===== src/rtl/uart_pkg.sv =====
// Shared types and constants for the buffered UART send path.
// FSM state encoding, default sizes and a constant clog2 helper.
package uart_pkg;

  localparam int DATA_W_DEF = 8;
  localparam int DEPTH_DEF  = 16;

  typedef enum logic [1:0] {
    ST_IDLE       = 2'd0,
    ST_SEND       = 2'd1,
    ST_WAIT_START = 2'd2,
    ST_WAIT_DONE  = 2'd3
  } state_t;

  function automatic int clog2(input int v);
    int r;
    r = 0;
    for (int i = 0; i < 31; i++) begin
      if ((1 << i) < v) r = i + 1;
    end
    return r;
  endfunction

endpackage


===== src/rtl/uart_tx_feeder_if.sv =====
// APB write strobe/data and uart_tx start/busy handshake bundle.
// slave: the feeder; master: APB side plus transmitter (or a bench).
interface uart_tx_feeder_if
  import uart_pkg::*;
#(
  parameter int DATA_W = DATA_W_DEF
);
  logic              apb_wen;
  logic [DATA_W-1:0] apb_wdata;
  logic              tx_busy;
  logic              send_en;
  logic [DATA_W-1:0] send_data;

  modport slave (
    input  apb_wen,
    input  apb_wdata,
    input  tx_busy,
    output send_en,
    output send_data
  );

  modport master (
    output apb_wen,
    output apb_wdata,
    output tx_busy,
    input  send_en,
    input  send_data
  );
endinterface


===== src/rtl/uart_sync_fifo.sv =====
// Show-ahead synchronous FIFO: rdata is the head word combinationally.
// Ports: push/pop/wdata in; rdata/full/empty/level out; sync reset.
module uart_sync_fifo
  import uart_pkg::*;
#(
  parameter int DATA_W = DATA_W_DEF,
  parameter int DEPTH  = DEPTH_DEF
) (
  input  logic                    sys_clk,
  input  logic                    sys_rst,
  input  logic                    push,
  input  logic                    pop,
  input  logic [DATA_W-1:0]       wdata,
  output logic [DATA_W-1:0]       rdata,
  output logic                    full,
  output logic                    empty,
  output logic [clog2(DEPTH):0]   level
);
  localparam int AW = clog2(DEPTH);
  localparam int LW = AW + 1;

  logic [DATA_W-1:0] mem [DEPTH];
  logic [AW-1:0]     wr_ptr;
  logic [AW-1:0]     rd_ptr;
  logic              wr_en;
  logic              rd_en;

  assign full  = (level == LW'(DEPTH));
  assign empty = (level == '0);
  assign rd_en = pop & ~empty;
  // a full FIFO still accepts a word when a pop frees a slot
  assign wr_en = push & (~full | rd_en);
  assign rdata = mem[rd_ptr];

  always_ff @(posedge sys_clk) begin
    if (sys_rst) begin
      wr_ptr <= '0;
      rd_ptr <= '0;
      level  <= '0;
    end else begin
      if (wr_en) wr_ptr <= wr_ptr + AW'(1);
      if (rd_en) rd_ptr <= rd_ptr + AW'(1);
      case ({wr_en, rd_en})
        2'b10:   level <= level + LW'(1);
        2'b01:   level <= level - LW'(1);
        default: level <= level;
      endcase
    end
  end

  always_ff @(posedge sys_clk) begin
    if (wr_en) mem[wr_ptr] <= wdata;
  end

endmodule


===== src/rtl/uart_tx_feeder.sv =====
// Buffers APB write strobes and feeds uart_tx one word per frame.
// Ports: sys_clk/sys_rst, link (apb_wen/wdata, tx_busy, send_en/data), fifo status, overflow, timeout.
module uart_tx_feeder
  import uart_pkg::*;
#(
  parameter int DATA_W    = DATA_W_DEF,
  parameter int DEPTH     = DEPTH_DEF,
  parameter int BUSY_TO   = 64,
  parameter int SIM_PRINT = 0
) (
  input  logic                  sys_clk,
  input  logic                  sys_rst,
  uart_tx_feeder_if.slave       link,
  input  logic                  overflow_clr,
  output logic                  fifo_full,
  output logic                  fifo_empty,
  output logic [clog2(DEPTH):0] fifo_level,
  output logic                  overflow,
  output logic                  timeout
);
  localparam int TW = (BUSY_TO > 0) ? clog2(BUSY_TO + 1) : 1;
  localparam logic [TW-1:0] TO_LAST =
    TW'((BUSY_TO > 0) ? BUSY_TO - 1 : 0);

  logic              wen_d0;
  logic              wen_d1;
  logic [DATA_W-1:0] wdata_d0;
  logic              push;
  logic              pop;
  logic [DATA_W-1:0] head;
  logic [TW-1:0]     to_cnt;
  logic              to_hit;
  state_t            state;
  state_t            state_nxt;

  always_ff @(posedge sys_clk) begin
    if (sys_rst) begin
      wen_d0   <= 1'b0;
      wen_d1   <= 1'b0;
      wdata_d0 <= '0;
    end else begin
      wen_d0   <= link.apb_wen;
      wen_d1   <= wen_d0;
      wdata_d0 <= link.apb_wdata;
    end
  end

  // apb_wen is a level; only its rising edge queues a word
  assign push = wen_d0 & ~wen_d1;

  uart_sync_fifo #(
    .DATA_W (DATA_W),
    .DEPTH  (DEPTH)
  ) u_fifo (
    .sys_clk (sys_clk),
    .sys_rst (sys_rst),
    .push    (push),
    .pop     (pop),
    .wdata   (wdata_d0),
    .rdata   (head),
    .full    (fifo_full),
    .empty   (fifo_empty),
    .level   (fifo_level)
  );

  assign to_hit = (BUSY_TO != 0) && (to_cnt == TO_LAST);

  always_comb begin
    state_nxt = state;
    pop       = 1'b0;
    case (state)
      ST_IDLE: begin
        if (!fifo_empty && !link.tx_busy) begin
          pop       = 1'b1;
          state_nxt = ST_SEND;
        end
      end
      ST_SEND: state_nxt = ST_WAIT_START;
      ST_WAIT_START: begin
        if (link.tx_busy)  state_nxt = ST_WAIT_DONE;
        else if (to_hit)   state_nxt = ST_IDLE;
      end
      ST_WAIT_DONE: begin
        if (!link.tx_busy) state_nxt = ST_IDLE;
      end
      default: state_nxt = ST_IDLE;
    endcase
  end

  always_ff @(posedge sys_clk) begin
    if (sys_rst) begin
      state          <= ST_IDLE;
      link.send_en   <= 1'b0;
      link.send_data <= '0;
      timeout        <= 1'b0;
      to_cnt         <= '0;
      overflow       <= 1'b0;
    end else begin
      state        <= state_nxt;
      link.send_en <= (state == ST_SEND);
      timeout      <= (state == ST_WAIT_START) &&
                      !link.tx_busy && to_hit;
      if (pop) link.send_data <= head;
      // held at zero outside WAIT_START, saturates inside it
      if (state != ST_WAIT_START) to_cnt <= '0;
      else if (to_cnt != '1)      to_cnt <= to_cnt + TW'(1);
      if (push && fifo_full && !pop) overflow <= 1'b1;
      else if (overflow_clr)         overflow <= 1'b0;
    end
  end

`ifndef SYNTHESIS
  if (SIM_PRINT != 0) begin : g_print
    always @(posedge sys_clk) begin
      if (!sys_rst && pop) $write("%s", head);
    end
  end
`endif

endmodule

===== src/flat_wrapper.sv =====
// flat-port wrapper written by rule: the top's interface ports become plain ports
module uart_tx_feeder_flat import uart_pkg::*;
#(
  parameter int DATA_W    = DATA_W_DEF,
  parameter int DEPTH     = DEPTH_DEF,
  parameter int BUSY_TO   = 64,
  parameter int SIM_PRINT = 0
)
  (sys_clk, sys_rst, overflow_clr, fifo_full, fifo_empty, fifo_level, overflow, timeout, link_apb_wen, link_apb_wdata, link_tx_busy, link_send_en, link_send_data);
  uart_tx_feeder_if #(.DATA_W(DATA_W)) link_i ();
  input  logic sys_clk;
  input  logic sys_rst;
  input  logic overflow_clr;
  output logic fifo_full;
  output logic fifo_empty;
  output logic [clog2(DEPTH):0] fifo_level;
  output logic overflow;
  output logic timeout;
  input wire logic [$bits(link_i.apb_wen)-1:0] link_apb_wen;
  input wire logic [$bits(link_i.apb_wdata)-1:0] link_apb_wdata;
  input wire logic [$bits(link_i.tx_busy)-1:0] link_tx_busy;
  output wire logic [$bits(link_i.send_en)-1:0] link_send_en;
  output wire logic [$bits(link_i.send_data)-1:0] link_send_data;
  assign link_i.apb_wen = link_apb_wen;
  assign link_i.apb_wdata = link_apb_wdata;
  assign link_i.tx_busy = link_tx_busy;
  assign link_send_en = link_i.send_en;
  assign link_send_data = link_i.send_data;
  uart_tx_feeder #(.DATA_W(DATA_W), .DEPTH(DEPTH), .BUSY_TO(BUSY_TO), .SIM_PRINT(SIM_PRINT)) u_core (.sys_clk(sys_clk), .sys_rst(sys_rst), .link(link_i), .overflow_clr(overflow_clr), .fifo_full(fifo_full), .fifo_empty(fifo_empty), .fifo_level(fifo_level), .overflow(overflow), .timeout(timeout));
endmodule

===== config.mk =====
export PLATFORM = sky130hd
export DESIGN_NAME = uart_tx_feeder_flat
export DESIGN_NICKNAME = d
export VERILOG_FILES = /design/src/rtl/uart_pkg.sv /design/src/rtl/uart_tx_feeder_if.sv /design/src/rtl/uart_sync_fifo.sv /design/src/rtl/uart_tx_feeder.sv /design/src/flat_wrapper.sv
export SDC_FILE = /design/constraint.sdc
export NUM_CORES = 1
export LEC_CHECK = 0
export BUFFER_PORTS_ARGS = -buffer_cell sky130_fd_sc_hd__buf_2
export CELL_PAD_IN_SITES_DETAIL_PLACEMENT = 0
export CELL_PAD_IN_SITES_GLOBAL_PLACEMENT = 1
export CORE_ASPECT_RATIO = 1.5
export CORE_UTILIZATION = 55
export DETAILED_ROUTE_END_ITERATION = 6
export PLACE_DENSITY_LB_ADDON = 0.05
export REMOVE_ABC_BUFFERS = 1
export SYNTH_ARGS = -nofsm -noshare
export SYNTH_HDL_FRONTEND = slang
export SYNTH_SLANG_ARGS = --single-unit

===== constraint.sdc =====
create_clock -name sys_clk -period 3.9 [get_ports sys_clk]
set_input_delay 0.39 -clock sys_clk [delete_from_list [all_inputs] [get_ports sys_clk]]
set_output_delay 0.39 -clock sys_clk [all_outputs]
set_load 0.005 [all_outputs]

==> out/results.tsv, run 1 <==
stage	metric	value	unit
global_route	vias in the first global route	3577	
yosys	multiplexer area fraction after synthesis	0.1091	
setup_path	critical path type	reg -> reg	
yosys	Yosys top cell area share	0.5741	
clock_network	Post-CTS Setup Inserts	0	
clock_network	Clock Pin Slew Worst Setup and Hold Paths	0.06	ns
die	FP Rows	49	
outcome	outcome	finished clean	
layout	# nets final	497	
layout	design area	7625	sq um
sta	Final period util	0.6639	
die	Core ar.	11960	sq um
global_route	total track usage	0.2228	
global_route	first-pass GRT wire length	20030	um
setup_path	r2r worst-path depth	10	
setup_path	Reg2Reg Setup Slack	1.31	ns
setup_path	startpoint types	flip-flop	
setup_path	crit path max fanout	8	
yosys	most common cell in the netlist	edfxtp_1	
layout	ANT cells	0	
drt	Final ANT Viol Nets	0	
yosys	Syn Inst Count	438	
worst_hold_path	Hold Crit Depth	2	
setup_path	CP Capture Type	flip-flop	
drt	DRT Wirelength	12840	um
sta	actual slew at the worst max-slew pin	1.019	ns
sta	worst rel slew slack	0.3156	
clock_network	Post-CTS Hold Fix Bufs	0	
sta	Final Max Slew Viols	0	
drt	Detailed Routing Iterations Pass 1	5	
setup_path	FF-to-FF End	u_core.u_fifo.level[4]$_SDFFE_PP0P_	
clock_network	TritonCTS clock tree	built	
die	die area	12630	sq um
sta	clk_skew	0.01353	ns
drt	routed vias	3623	
sta	RSZ-0062 raised after global routing	false	
yosys	Yosys warnings	0	
clock_network	htree depth	4	
yosys	Seq/Total Area, Yosys	0.7027	
die	I/O Pins	31	
global_route	total grt overflow	0	
setup_path	Reg-to-Reg Start	u_core.u_fifo.level[3]$_SDFFE_PP0P_	
yosys	asr flop ratio synth	0	
yosys	Post-Synth Adder-Cell Area	0.01981	
pwr	Max VDD drop	0.4738	mV
drt	vias per inst	5.661	
drt	DR DRC count	0	
yosys	post-synth top area cell	edfxtp_1	
layout	share of cells above drive strength 1	0.1910	
setup_path	critical path endpoint	u_core.u_fifo.level[4]$_SDFFE_PP0P_	
yosys	top post-synthesis cells by count	128 x edfxtp_1, 56 x nor2_1, 43 x dfxtp_1	
yosys	Synth Area in XOR/XNOR	0.01701	
setup_path	worst-path cell chain	nor4_4 -> a21oi_2 -> nand2_1 -> inv_1 -> ha_1 -> nand2b_1 -> a21oi_1 -> mux2i_1 -> a32oi_1 -> a21oi_1	
place	# port buffers	30	
sta	Achievable Freq	0.3862	GHz
sta	final setup fails	0	
yosys	compound-cell area share of the yosys netlist	0.05532	
yosys	syn_area_per_cell	15.29	sq um
place	dpl hpwl	8567	um
setup_path	crit path DAT	2.94	ns
yosys	Syn Std Cell Area	6695	sq um
sta	final setup TNS	0	ns
die	Initial Utilization	0.5600	
yosys	most common flop cell mapped by yosys	edfxtp_1	
setup_path	critical path launch point	u_core.u_fifo.level[3]$_SDFFE_PP0P_	
clock_network	root buf cell	clkbuf_16	
yosys	Netlist cell types	38	
setup_path	critical path's largest stage delay	0.61	ns
pwr	LEAKAGE	2.542	nW
pwr	pwr/cell area	603.3	nW/um^2
clock_network	clk_lat worst skew	0.43	ns
sta	Tmin final	2.589	ns
yosys	largest family of logic cells by synthesized area	multiplexers	
yosys	Yosys reg bits	171	
setup_path	most used cell, CP	a21oi_1	
setup_path	Slowest-stage cell, CP	nor4_4	
place	routability cong.	0.7313	
clock_network	clock buffer count from CTS	17	
global_route	largest net degree at the start of global routing	51	
run	Max Cap Viol	0	
place	Cell Area, Placed	7015	sq um
worst_hold_path	Min-Delay Path Class	in -> reg	
yosys	Post-synth EDFFs	128	
drt	DR WL/cell	20.07	um
die	die extent in x	92.09	um
layout	Synth-to-Final Area Change	13.89	%
drt	1st-iter DRT viols	198	
clock_network	# resized after CTS	0	
yosys	synth top area cells	edfxtp_1 57%, dfxtp_1 13%, mux2i_1 5.5%	
global_route	initial antenna violation count	0	
die	height of the die	137.1	um
clock_network	Max clock buf depth	2	
clock_network	clk sinks	171	
setup_path	Worst EP required	4.25	ns
sta	Hold Violations, Final	0	
yosys	Synth Area in Simple Gates	0.07849	
## how the worst min path moves through the flow
stage / from / end / slack (ns)
floorplan: u_core.to_cnt[6]$_SDFFE_PP0P_ / u_core.timeout$_SDFF_PP0_ / 0.42
global placement: u_core.wen_d0$_SDFF_PP0_ / u_core.wen_d1$_SDFF_PP0_ / 0.47
detailed placement: u_core.to_cnt[6]$_SDFFE_PP0P_ / u_core.timeout$_SDFF_PP0_ / 0.45
CTS: link_apb_wdata[4] / u_core.wdata_d0[4]$_SDFF_PP0_ / 0.16
global route: link_apb_wdata[3] / u_core.wdata_d0[3]$_SDFF_PP0_ / 0.17
finish: link_apb_wdata[4] / u_core.wdata_d0[4]$_SDFF_PP0_ / 0.17
## state kept, by name, summed over array words and instances (netlist names)
| name | flops |
|---|---|
| u_core.wen_d0 | 1 |
| u_core.u_fifo.level | 5 |
| u_core.wen_d1 | 1 |
| u_core.state | 2 |
| u_core.wdata_d0 | 8 |
| u_core.link.send_en | 1 |
| u_core.u_fifo.rd_ptr | 4 |
| u_core.overflow | 1 |
| u_core.timeout | 1 |
| u_core.link.send_data | 8 |
| u_core.to_cnt | 7 |
| u_core.u_fifo.mem | 128 |
| u_core.u_fifo.wr_ptr | 4 |
## metal layers
layer	up-vias	track usage	wire length [um]
met5	-	0	0
met4	0	0.09983	250
met3	15	0.05056	429
met2	80	0.3914	7025
met1	1794	0.2605	5138
li1	1734	-	-
## cells in the final DEF, fill, tap and decap left out, types with 5 or more instances in the layout
master,Yosys,final
dfxtp_1,43,41
a21oi_1,8,8
a311oi_1,8,8
o22ai_1,16,16
nor3_1,5,5
buf_4,0,9
nor2b_1,14,14
buf_2,7,30
clkbuf_16,0,19
nor2_1,56,56
inv_1,7,7
a22oi_1,8,8
mux4_2,16,16
nand2b_1,5,5
ha_1,9,9
xnor2_1,7,7
nand2_1,11,11
mux2i_1,37,37
xor2_1,6,6
edfxtp_1,128,128
inv_6,0,5
## critical path, delay by kind of cell (launching register included)
kind	cells	cell delay (ns)
AO/OA/AOI/OAI	4	0.67
AND/OR/NAND/NOR	3	0.81
adder cells (fa/ha/maj)	1	0.34
flip-flops	1	0.36
multiplexers	1	0.25
buffers and inverters	1	0.09
## stage by stage
stage | total power [mW] | std cells | worst slack [ns] | hold slack (ns) | util
2_1_floorplan | 2.702 | 416 | 1.093 | 0.4207 | -
3_5_place_dp | 2.964 | 608 | 1.190 | 0.4515 | 0.5868
3_3_place_gp | 2.952 | 608 | 1.273 | 0.4665 | 0.5868
4_1_cts | 4.646 | 640 | 1.290 | 0.1564 | 0.6378
5_1_grt | 4.798 | 640 | 1.093 | 0.1677 | 0.6378
6_report | 4.600 | 640 | 1.311 | 0.1701 | 0.6378
## cell families after synthesis
| group | count (synthesis) |
|---|---|
| and+or+nand+nor | 110 |
| adders and majority gates | 10 |
| AOI/OAI and AO/OA | 52 |
| buffers and inverters | 29 |
| muxes | 53 |
| xor gates and xnor gates | 13 |
| DFF | 171 |
## final cells by class
cell class | count | area [sq um]
Clock inverter | 12 | 120.1
Clock buffer | 20 | 489.2
Sequential cell | 171 | 4707
Tap cell | 153 | 191.4
Multi-Input combinational cell | 238 | 1873
Inverter | 7 | 26.28
Fill cell | 894 | 4330
Timing Repair Buffer | 39 | 217.7
## power breakdown
| part | leakage [nW] | internal [mW] | switching [mW] | total, mW |
|---|---|---|---|---|
| logic | 0.714 | 0.345 | 0.386 | 0.731 |
| registers | 1.52 | 2.04 | 0.139 | 2.18 |
| clock network | 0.305 | 0.988 | 0.698 | 1.69 |
| total | 2.54 | 3.38 | 1.22 | 4.60 |
Power figures use the tool's default switching activity.
==> inputs of run 2 (changes only) <==
--- a/config.mk
+++ b/config.mk
@@ -9,7 +9,7 @@
 export CELL_PAD_IN_SITES_DETAIL_PLACEMENT = 0
 export CELL_PAD_IN_SITES_GLOBAL_PLACEMENT = 1
 export CORE_ASPECT_RATIO = 1.5
-export CORE_UTILIZATION = 55
+export CORE_UTILIZATION = 51
 export DETAILED_ROUTE_END_ITERATION = 6
 export PLACE_DENSITY_LB_ADDON = 0.05
 export REMOVE_ABC_BUFFERS = 1
==> constraint.sdc (replaced) <==
create_clock -name sys_clk -period 2.4 [get_ports sys_clk]
set_input_delay 0.24 -clock sys_clk [delete_from_list [all_inputs] [get_ports sys_clk]]
set_output_delay 0.24 -clock sys_clk [all_outputs]
set_load 0.005 [all_outputs]
==> out/results.tsv, run 2 (synthesized netlist as in run 1, its figures left out) <==
stage	metric	value	unit	change
outcome	outcome	finished clean		unchanged
sta	final setup TNS	0	ns	unchanged
global_route	total grt overflow	0		unchanged
sta	actual slew at the worst max-slew pin	0.5697	ns	was 1.019 ns
place	post-place setup slack	0.03880	ns	was 1.190 ns
drt	DR DRC count	0		unchanged
sta	final setup fails	0		unchanged
layout	share of cells above drive strength 1	0.2264		was 0.1910
drt	DR WL/cell	19.28	um	was 20.07 um
layout	Largest regs	u_core.u_fifo.mem: 128 flops, u_core.link.send_data: 8 flops, u_core.wdata_d0: 8 flops		unchanged
clock_network	TritonCTS clock tree	built		unchanged
setup_path	Slowest-stage cell, CP	or3_4		was nor4_4
layout	# nets final	518		was 497
worst_hold_path	Min-Delay Path Class	in -> reg		unchanged
clock_network	Max clock buf depth	2		unchanged
layout	design area	7812	sq um	was 7625 sq um
layout	ANT cells	0		unchanged
pwr	LEAKAGE	2.657	nW	was 2.542 nW
clock_network	root buf cell	clkbuf_16		unchanged
pwr	Internal	5.600	mW	was 3.377 mW
pwr	net load switching power	1.954	mW	was 1.222 mW
drt	1st-iter DRT viols	171		was 198
setup_path	crit path DAT	2.57	ns	was 2.94 ns
drt	DRT Wirelength	12800	um	was 12,840 um
global_route	first-pass GRT wire length	20100	um	was 20,030 um
layout	most common cell after layout, fill and taps aside	edfxtp_1		unchanged
place	dpl hpwl	8601	um	was 8567 um
global_route	total track usage	0.2068		was 0.2228
die	Initial Utilization	0.5298		was 0.5600
clock_network	Clock Pin Slew Worst Setup and Hold Paths	0.06	ns	about the same
clock_network	clock buffer count from CTS	17		unchanged
layout	Synth-to-Final Area Change	16.69	%	was 13.89%
clock_network	clk_lat worst skew	0.42	ns	was 0.43 ns
sta	Final period util	0.9277		was 0.6639
die	height of the die	142.3	um	was 137.1 um
global_route	largest net degree at the start of global routing	51		unchanged
setup_path	startpoint types	flip-flop		unchanged
setup_path	critical path type	reg -> reg		unchanged
drt	Detailed Routing Iterations Pass 1	4		was 5
global_route	initial antenna violation count	0		unchanged
clock_network	clk sinks	171		unchanged
die	die extent in x	95.55	um	was 92.09 um
place	# port buffers	30		unchanged
die	I/O Pins	31		unchanged
die	FP Rows	50		was 49
pwr	Max VDD drop	0.6339	mV	was 0.4738 mV
sta	Tmin final	2.226	ns	was 2.589 ns
pwr	total power	7.554	mW	was 4.600 mW
place	Cell Area, Placed	7201	sq um	was 7015 sq um
pwr	Clock Power Share	0.362		was 0.367
place	routability cong.	0.7774		was 0.7313
die	die area	13600	sq um	was 12,630 sq um
layout	largest register by flop count	u_core.u_fifo.mem		unchanged
place	placed insts	632		was 608
pwr	Switching Fraction	0.2587		was 0.2658
setup_path	critical path's largest stage delay	0.39	ns	was 0.61 ns
sta	final hold slack	0.03259	ns	was 0.1701 ns
setup_path	most used cell, CP	a21oi_2		was a21oi_1
sta	clk_skew	0.009155	ns	was 0.01353 ns
sta	Achievable Freq	0.4491	GHz	was 0.3862 GHz
layout	final core occ	0.6182		was 0.6378
sta	RSZ-0062 raised after global routing	false		unchanged
global_route	vias in the first global route	3765		was 3,577
setup_path	crit path max fanout	5		was 8
setup_path	CP Capture Type	flip-flop		unchanged
setup_path	Worst EP required	2.74	ns	was 4.25 ns
clock_network	htree depth	4		unchanged
sta	Final Max Slew Viols	0		unchanged
drt	Final ANT Viol Nets	0		unchanged
run	Max Cap Viol	0		unchanged
drt	vias per inst	5.599		was 5.661
setup_path	worst-path cell chain	or3_4 -> a21oi_2 -> nand2_1 -> fa_2 -> nand2b_1 -> a21oi_2 -> mux2i_1 -> a32oi_1 -> a21oi_1		was nor4_4 -> a21oi_2 -> nand2_1 -> inv_1 -> ha_1 -> nand2b_1 -> a21oi_1 -> mux2i_1 -> a32oi_1 -> a21oi_1
pwr	Seq pwr share	0.458		was 0.474
clock_network	Post-CTS Hold Fix Bufs	0		unchanged
drt	routed vias	3718		was 3,623
layout	Non-Filler Instances	664		was 640
die	Core ar.	12640	sq um	was 11,960 sq um
layout	most frequent cells in the layout	128 x edfxtp_1, 56 x nor2_1, 42 x dfxtp_1, 37 x mux2i_1, 30 x buf_2		was 128 x edfxtp_1, 56 x nor2_1, 41 x dfxtp_1, 37 x mux2i_1, 30 x buf_2
sta	Final Worst Setup Slack	0.1736	ns	was 1.311 ns
pwr	combinational share of power	0.180		was 0.159
sta	worst rel slew slack	0.6197		was 0.3156
pwr	pwr/cell area	966.9	nW/um^2	was 603.3 nW/um^2
layout	Largest register FFs	128		unchanged
sta	Hold Violations, Final	0		unchanged
[run 2: critical path, delay by kind of cell, from the launching register on]
family	cells	cell delay, ns
and+or+nand+nor	3	0.65
AOI/OAI and AO/OA	4	0.58
adders and majority gates	1	0.36
DFF	1	0.34
muxes	1	0.22
[run 2: final timing paths]
kind	cells after the start	endpoint	start	slack, ns
setup / recovery	9	u_core.u_fifo.level[4]$_SDFFE_PP0P_	u_core.state[0]$_SDFFE_PP0P_	0.17
hold reg to reg	1	u_core.timeout$_SDFF_PP0_	u_core.to_cnt[6]$_SDFFE_PP0P_	0.45
hold / removal	2	u_core.wdata_d0[3]$_SDFF_PP0_	link_apb_wdata[3]	0.03
setup reg to reg	9	u_core.u_fifo.level[4]$_SDFFE_PP0P_	u_core.state[0]$_SDFFE_PP0P_	0.17
[run 2: final cells by class]
type	instances	area (sq um)
Tap cell	156	195.2
Timing Repair Buffer	60	400.4
Sequential cell	171	4706
Clock inverter	12	132.6
Inverter	7	26.28
Multi-Input combinational cell	238	1884
Clock buffer	20	467.9
Fill cell	985	4825
[run 2: what timing repair did]
item	CTS	global route
endpoints found under the setup margin	0	1
buffers inserted	0	0
gates resized for setup	0	3
[run 2: per-layer routing]
layer / up-vias / share of wire / GRT usage
met4: 0 / 0.015 / 0.07463
met2: 70 / 0.55 / 0.3677
met1: 1861 / 0.40 / 0.2420
li1: 1775 / - / -
met3: 12 / 0.030 / 0.04434
met5: - / 0 / 0
[run 2: power by group through the flow]
stage	combinational [mW]	clock, mW	sequential (mW)
finish	1.36	2.74	3.46
global route	1.51	2.89	3.48
CTS	1.38	2.79	3.46
detailed placement	1.37	0	3.52
global placement	1.35	0	3.51
floorplan	0.827	0	3.56
==> inputs of run 3 (changes only) <==
--- a/config.mk
+++ b/config.mk
@@ -9,10 +9,11 @@
 export CELL_PAD_IN_SITES_DETAIL_PLACEMENT = 0
 export CELL_PAD_IN_SITES_GLOBAL_PLACEMENT = 1
 export CORE_ASPECT_RATIO = 1.5
-export CORE_UTILIZATION = 51
+export CORE_UTILIZATION = 52
 export DETAILED_ROUTE_END_ITERATION = 6
 export PLACE_DENSITY_LB_ADDON = 0.05
 export REMOVE_ABC_BUFFERS = 1
 export SYNTH_ARGS = -nofsm -noshare
 export SYNTH_HDL_FRONTEND = slang
+export SYNTH_HIERARCHICAL = 1
 export SYNTH_SLANG_ARGS = --single-unit
==> out/results.tsv, run 3 <==
stage	metric	value	unit	change
drt	Metal-1 WL	5593	um	was 5169 um
sta	RSZ-0062 raised after global routing	true		was false
setup_path	startpoint types	flip-flop		unchanged
yosys	post-synth top area cell	edfxtp_1		unchanged
drt	vias per inst	5.742		was 5.599
sta	final setup TNS	-1.180	ns	was 0 ns
clock_network	Clock Pin Slew Worst Setup and Hold Paths	0.07	ns	was 0.06 ns
setup_path	Reg-to-Reg Start	u_core/u_fifo/level[2]$_SDFFE_PP0P_		was u_core.state[0]$_SDFFE_PP0P_
sta	Hold Violations, Final	0		unchanged
clock_network	Max clock buf depth	2		unchanged
setup_path	crit path DAT	3.03	ns	was 2.57 ns
global_route	vias in the first global route	3968		was 3,765
global_route	first-pass GRT wire length	21780	um	was 20,100 um
setup_path	CP Capture Type	flip-flop		unchanged
sta	Final period util	1.140		was 0.9277
die	die extent in x	96.17	um	was 95.55 um
setup_path	Slowest-stage cell, CP	or4_4		was or3_4
clock_network	clock buffer count from CTS	17		unchanged
place	dpl hpwl	9359	um	was 8601 um
layout	Non-Filler Instances	685		was 664
sta	Tmin final	2.737	ns	was 2.226 ns
die	height of the die	143.3	um	was 142.3 um
die	Initial Utilization	0.5340		was 0.5298
place	routability cong.	0.7750		was 0.7774
layout	most common cell after layout, fill and taps aside	edfxtp_1		unchanged
drt	Top Metal Used	met4		unchanged
setup_path	Reg2Reg Setup Slack	-0.34	ns	was 0.17 ns
pwr	pwr/cell area	955.4	nW/um^2	was 966.9 nW/um^2
setup_path	Worst EP required	2.70	ns	was 2.74 ns
drt	routed vias	3933		was 3,718
pwr	LEAKAGE	2.955	nW	was 2.657 nW
run	Max Cap Viol	0		unchanged
place	post-place setup slack	-0.5014	ns	was 0.03880 ns
layout	largest register by flop count	u_core/u_fifo/mem		was u_core.u_fifo.mem
sta	worst rel slew slack	0.5543		was 0.6197
sta	Final Worst Setup Slack	-0.3366	ns	was 0.1736 ns
drt	Final ANT Viol Nets	0		unchanged
global_route	total grt overflow	0		unchanged
drt	1st-iter DRT viols	269		was 171
yosys	Yosys warnings	6		was 0
yosys	Yosys top cell area share	0.5557		was 0.5741
setup_path	r2r worst-path depth	12		was 9
global_route	total track usage	0.2272		was 0.2068
pwr	Switching Fraction	0.2813		was 0.2587
yosys	Syn Inst Count	439		was 438
clock_network	TritonCTS clock tree	built		unchanged
sta	Achievable Freq	0.3654	GHz	was 0.4491 GHz
pwr	Max VDD drop	0.7864	mV	was 0.6339 mV
drt	met2 WL	7847	um	was 7048 um
pwr	Clock Power Share	0.339		was 0.362
pwr	Internal	5.785	mW	was 5.600 mW
drt	DR DRC count	0		unchanged
clock_network	root buf cell	clkbuf_16		unchanged
setup_path	FF-to-FF End	u_core/u_fifo/level[4]$_SDFFE_PP0P_		was u_core.u_fifo.level[4]$_SDFFE_PP0P_
layout	Largest regs	u_core/u_fifo/mem: 128 flops, u_core/link.send_data: 8 flops, u_core/wdata_d0: 8 flops		was u_core.u_fifo.mem: 128 flops, u_core.link.send_data: 8 flops, u_core.wdata_d0: 8 flops
outcome	failing checks	setup timing		
drt	Met3 Wirelength	394	um	was 385 um
setup_path	critical path endpoint	u_core/u_fifo/level[4]$_SDFFE_PP0P_		was u_core.u_fifo.level[4]$_SDFFE_PP0P_
pwr	Seq pwr share	0.433		was 0.458
yosys	most common cell in the netlist	edfxtp_1		unchanged
die	I/O Pins	31		unchanged
yosys	Yosys reg bits	175		was 171
pwr	combinational share of power	0.228		was 0.180
layout	most frequent cells in the layout	128 x edfxtp_1, 42 x dfxtp_1, 32 x mux4_2, 31 x buf_4		was 128 x edfxtp_1, 56 x nor2_1, 42 x dfxtp_1, 37 x mux2i_1, 30 x buf_2
pwr	net load switching power	2.264	mW	was 1.954 mW
die	FP Rows	51		was 50
layout	# nets final	536		was 518
die	die area	13780	sq um	was 13,600 sq um
global_route	largest net degree at the start of global routing	33		was 51
yosys	top post-synthesis cells by count	128 x edfxtp_1, 47 x dfxtp_1, 32 x mux4_2		was 128 x edfxtp_1, 56 x nor2_1, 43 x dfxtp_1
setup_path	critical path launch point	u_core/u_fifo/level[2]$_SDFFE_PP0P_		was u_core.state[0]$_SDFFE_PP0P_
outcome	outcome	complete, but fails checks		was finished clean
yosys	asr flop ratio synth	0		unchanged
sta	final hold slack	0.02089	ns	was 0.03259 ns
drt	DR WL/cell	20.69	um	was 19.28 um
clock_network	clk_lat worst skew	0.43	ns	was 0.42 ns
clock_network	htree depth	4		unchanged
sta	Final Max Slew Viols	0		unchanged
place	# port buffers	30		unchanged
setup_path	most used cell, CP	or4_4		was a21oi_2
yosys	most common flop cell mapped by yosys	edfxtp_1		unchanged
drt	Detailed Routing Iterations Pass 1	6		was 4
layout	share of cells above drive strength 1	0.3441		was 0.2264
layout	ANT cells	0		unchanged
place	placed insts	648		was 632
global_route	initial antenna violation count	0		unchanged
worst_hold_path	Min-Delay Path Class	in -> reg		unchanged
clock_network	Post-CTS Hold Fix Bufs	0		unchanged
yosys	synth top area cells	edfxtp_1 56%, dfxtp_1 14%, mux4_2 10%		was edfxtp_1 57%, dfxtp_1 13%, mux2i_1 5.5%
layout	design area	8424	sq um	was 7812 sq um
place	Cell Area, Placed	7595	sq um	was 7201 sq um
die	Core ar.	12950	sq um	was 12,640 sq um
setup_path	critical path type	reg -> reg		unchanged
sta	actual slew at the worst max-slew pin	0.6660	ns	was 0.5697 ns
yosys	syn_area_per_cell	15.76	sq um	was 15.29 sq um
setup_path	crit path max fanout	3		was 5
setup_path	worst-path cell chain	or4_4 -> nor2_4 -> or4_4 -> clkinv_2 -> nor2b_4 -> o21ai_2 -> inv_2 -> ha_4 -> nand2b_4 -> o2bb2ai_4 -> mux2i_1 -> or4_1		was or3_4 -> a21oi_2 -> nand2_1 -> fa_2 -> nand2b_1 -> a21oi_2 -> mux2i_1 -> a32oi_1 -> a21oi_1
yosys	Syn Std Cell Area	6917	sq um	was 6695 sq um
sta	clk_skew	0.01063	ns	was 0.009155 ns
yosys	Seq/Total Area, Yosys	0.6918		was 0.7027
sta	final setup fails	34		was 0
yosys	Post-synth EDFFs	128		unchanged
layout	Largest register FFs	128		unchanged
drt	DRT Wirelength	14180	um	was 12,800 um
worst_hold_path	hold_sp	link_apb_wen		was link_apb_wdata[3]
setup_path	critical path's largest stage delay	0.55	ns	was 0.39 ns
yosys	Netlist cell types	50		was 38
clock_network	clk sinks	175		was 171
layout	Synth-to-Final Area Change	21.80	%	was 16.69%
==> run 3: through the flow <==
stage	power, mW	utilization
2_1_floorplan	4.493	-
3_3_place_gp	5.167	0.5863
3_5_place_dp	5.199	0.5863
4_1_cts	8.083	0.6443
5_1_grt	8.419	0.6503
6_report	8.049	0.6503
==> run 3: what timing repair did <==
| item | in CTS | in global routing |
|---|---|---|
| pin swaps | 4 | 8 |
| gates resized for setup | 28 | 17 |
| buffers inserted | 4 | 1 |
| setup endpoints to repair | 131 | 132 |
==> run 3: worst min-delay path by stage <==
| stage | end | slack (ns) | depth (start not counted) |
|---|---|---|---|
| floorplan | u_core/link.send_data[0]$_SDFFE_PP0P_ | 0.31 | 1 |
| global placement | u_core/wen_d1$_SDFF_PP0_ | 0.44 | 1 |
| detailed placement | u_core/wen_d1$_SDFF_PP0_ | 0.44 | 1 |
| CTS | u_core/wen_d0$_SDFF_PP0_ | 0.01 | 2 |
| global route | u_core/wdata_d0[2]$_SDFF_PP0_ | 0.01 | 2 |
| finish | u_core/wen_d0$_SDFF_PP0_ | 0.02 | 2 |
==> run 3: power groups by stage <==
| stage | Sequential, mW | Combinational (mW) | Clock (mW) |
|---|---|---|---|
| floorplan | 3.65 | 0.839 | 0 |
| global placement | 3.54 | 1.63 | 0 |
| detailed placement | 3.55 | 1.65 | 0 |
| CTS | 3.48 | 1.82 | 2.78 |
| global route | 3.50 | 2.01 | 2.91 |
| finish | 3.49 | 1.83 | 2.73 |
==> run 3: logic make-up (layout without fill, tap and decap cells) <==
group,Yosys count,after routing,synth area share
AOI/OAI and AO/OA,60,60,0.06205
xor gates and xnor gates,5,5,0.006331
adders and majority gates,10,10,0.01918
buffers and inverters,37,124,0.02279
DFF,175,175,0.6918
muxes,37,37,0.1114
and+or+nand+nor,115,115,0.08647
==> run 3: cell type report <==
| cell class | count | area, sq um |
|---|---|---|
| flip-flops and latches | 175 | 4791 |
| fillers | 923 | 4529 |
| multi-input cells | 227 | 2155 |
| repair buffers | 74 | 616.8 |
| clock buffers | 17 | 425.4 |
| well taps | 159 | 198.9 |
| clock inverters | 15 | 168.9 |
| inverters | 18 | 68.82 |
==> run 3: metal layers <==
metal,vias up,global-route usage
met5,-,0
met4,0,0.08562
met3,20,0.05751
met2,55,0.4009
met1,2010,0.2600
li1,1848,-
==> run 3: worst max-delay path, delay by kind of cell (launching register included) <==
kind                     cells  cell delay [ns]
AND/OR/NAND/NOR              6             1.51
flip-flops                   1             0.32
adder cells (fa/ha/maj)      1             0.29
AO/OA/AOI/OAI                2             0.23
buffers and inverters        2             0.14
multiplexers                 1             0.12
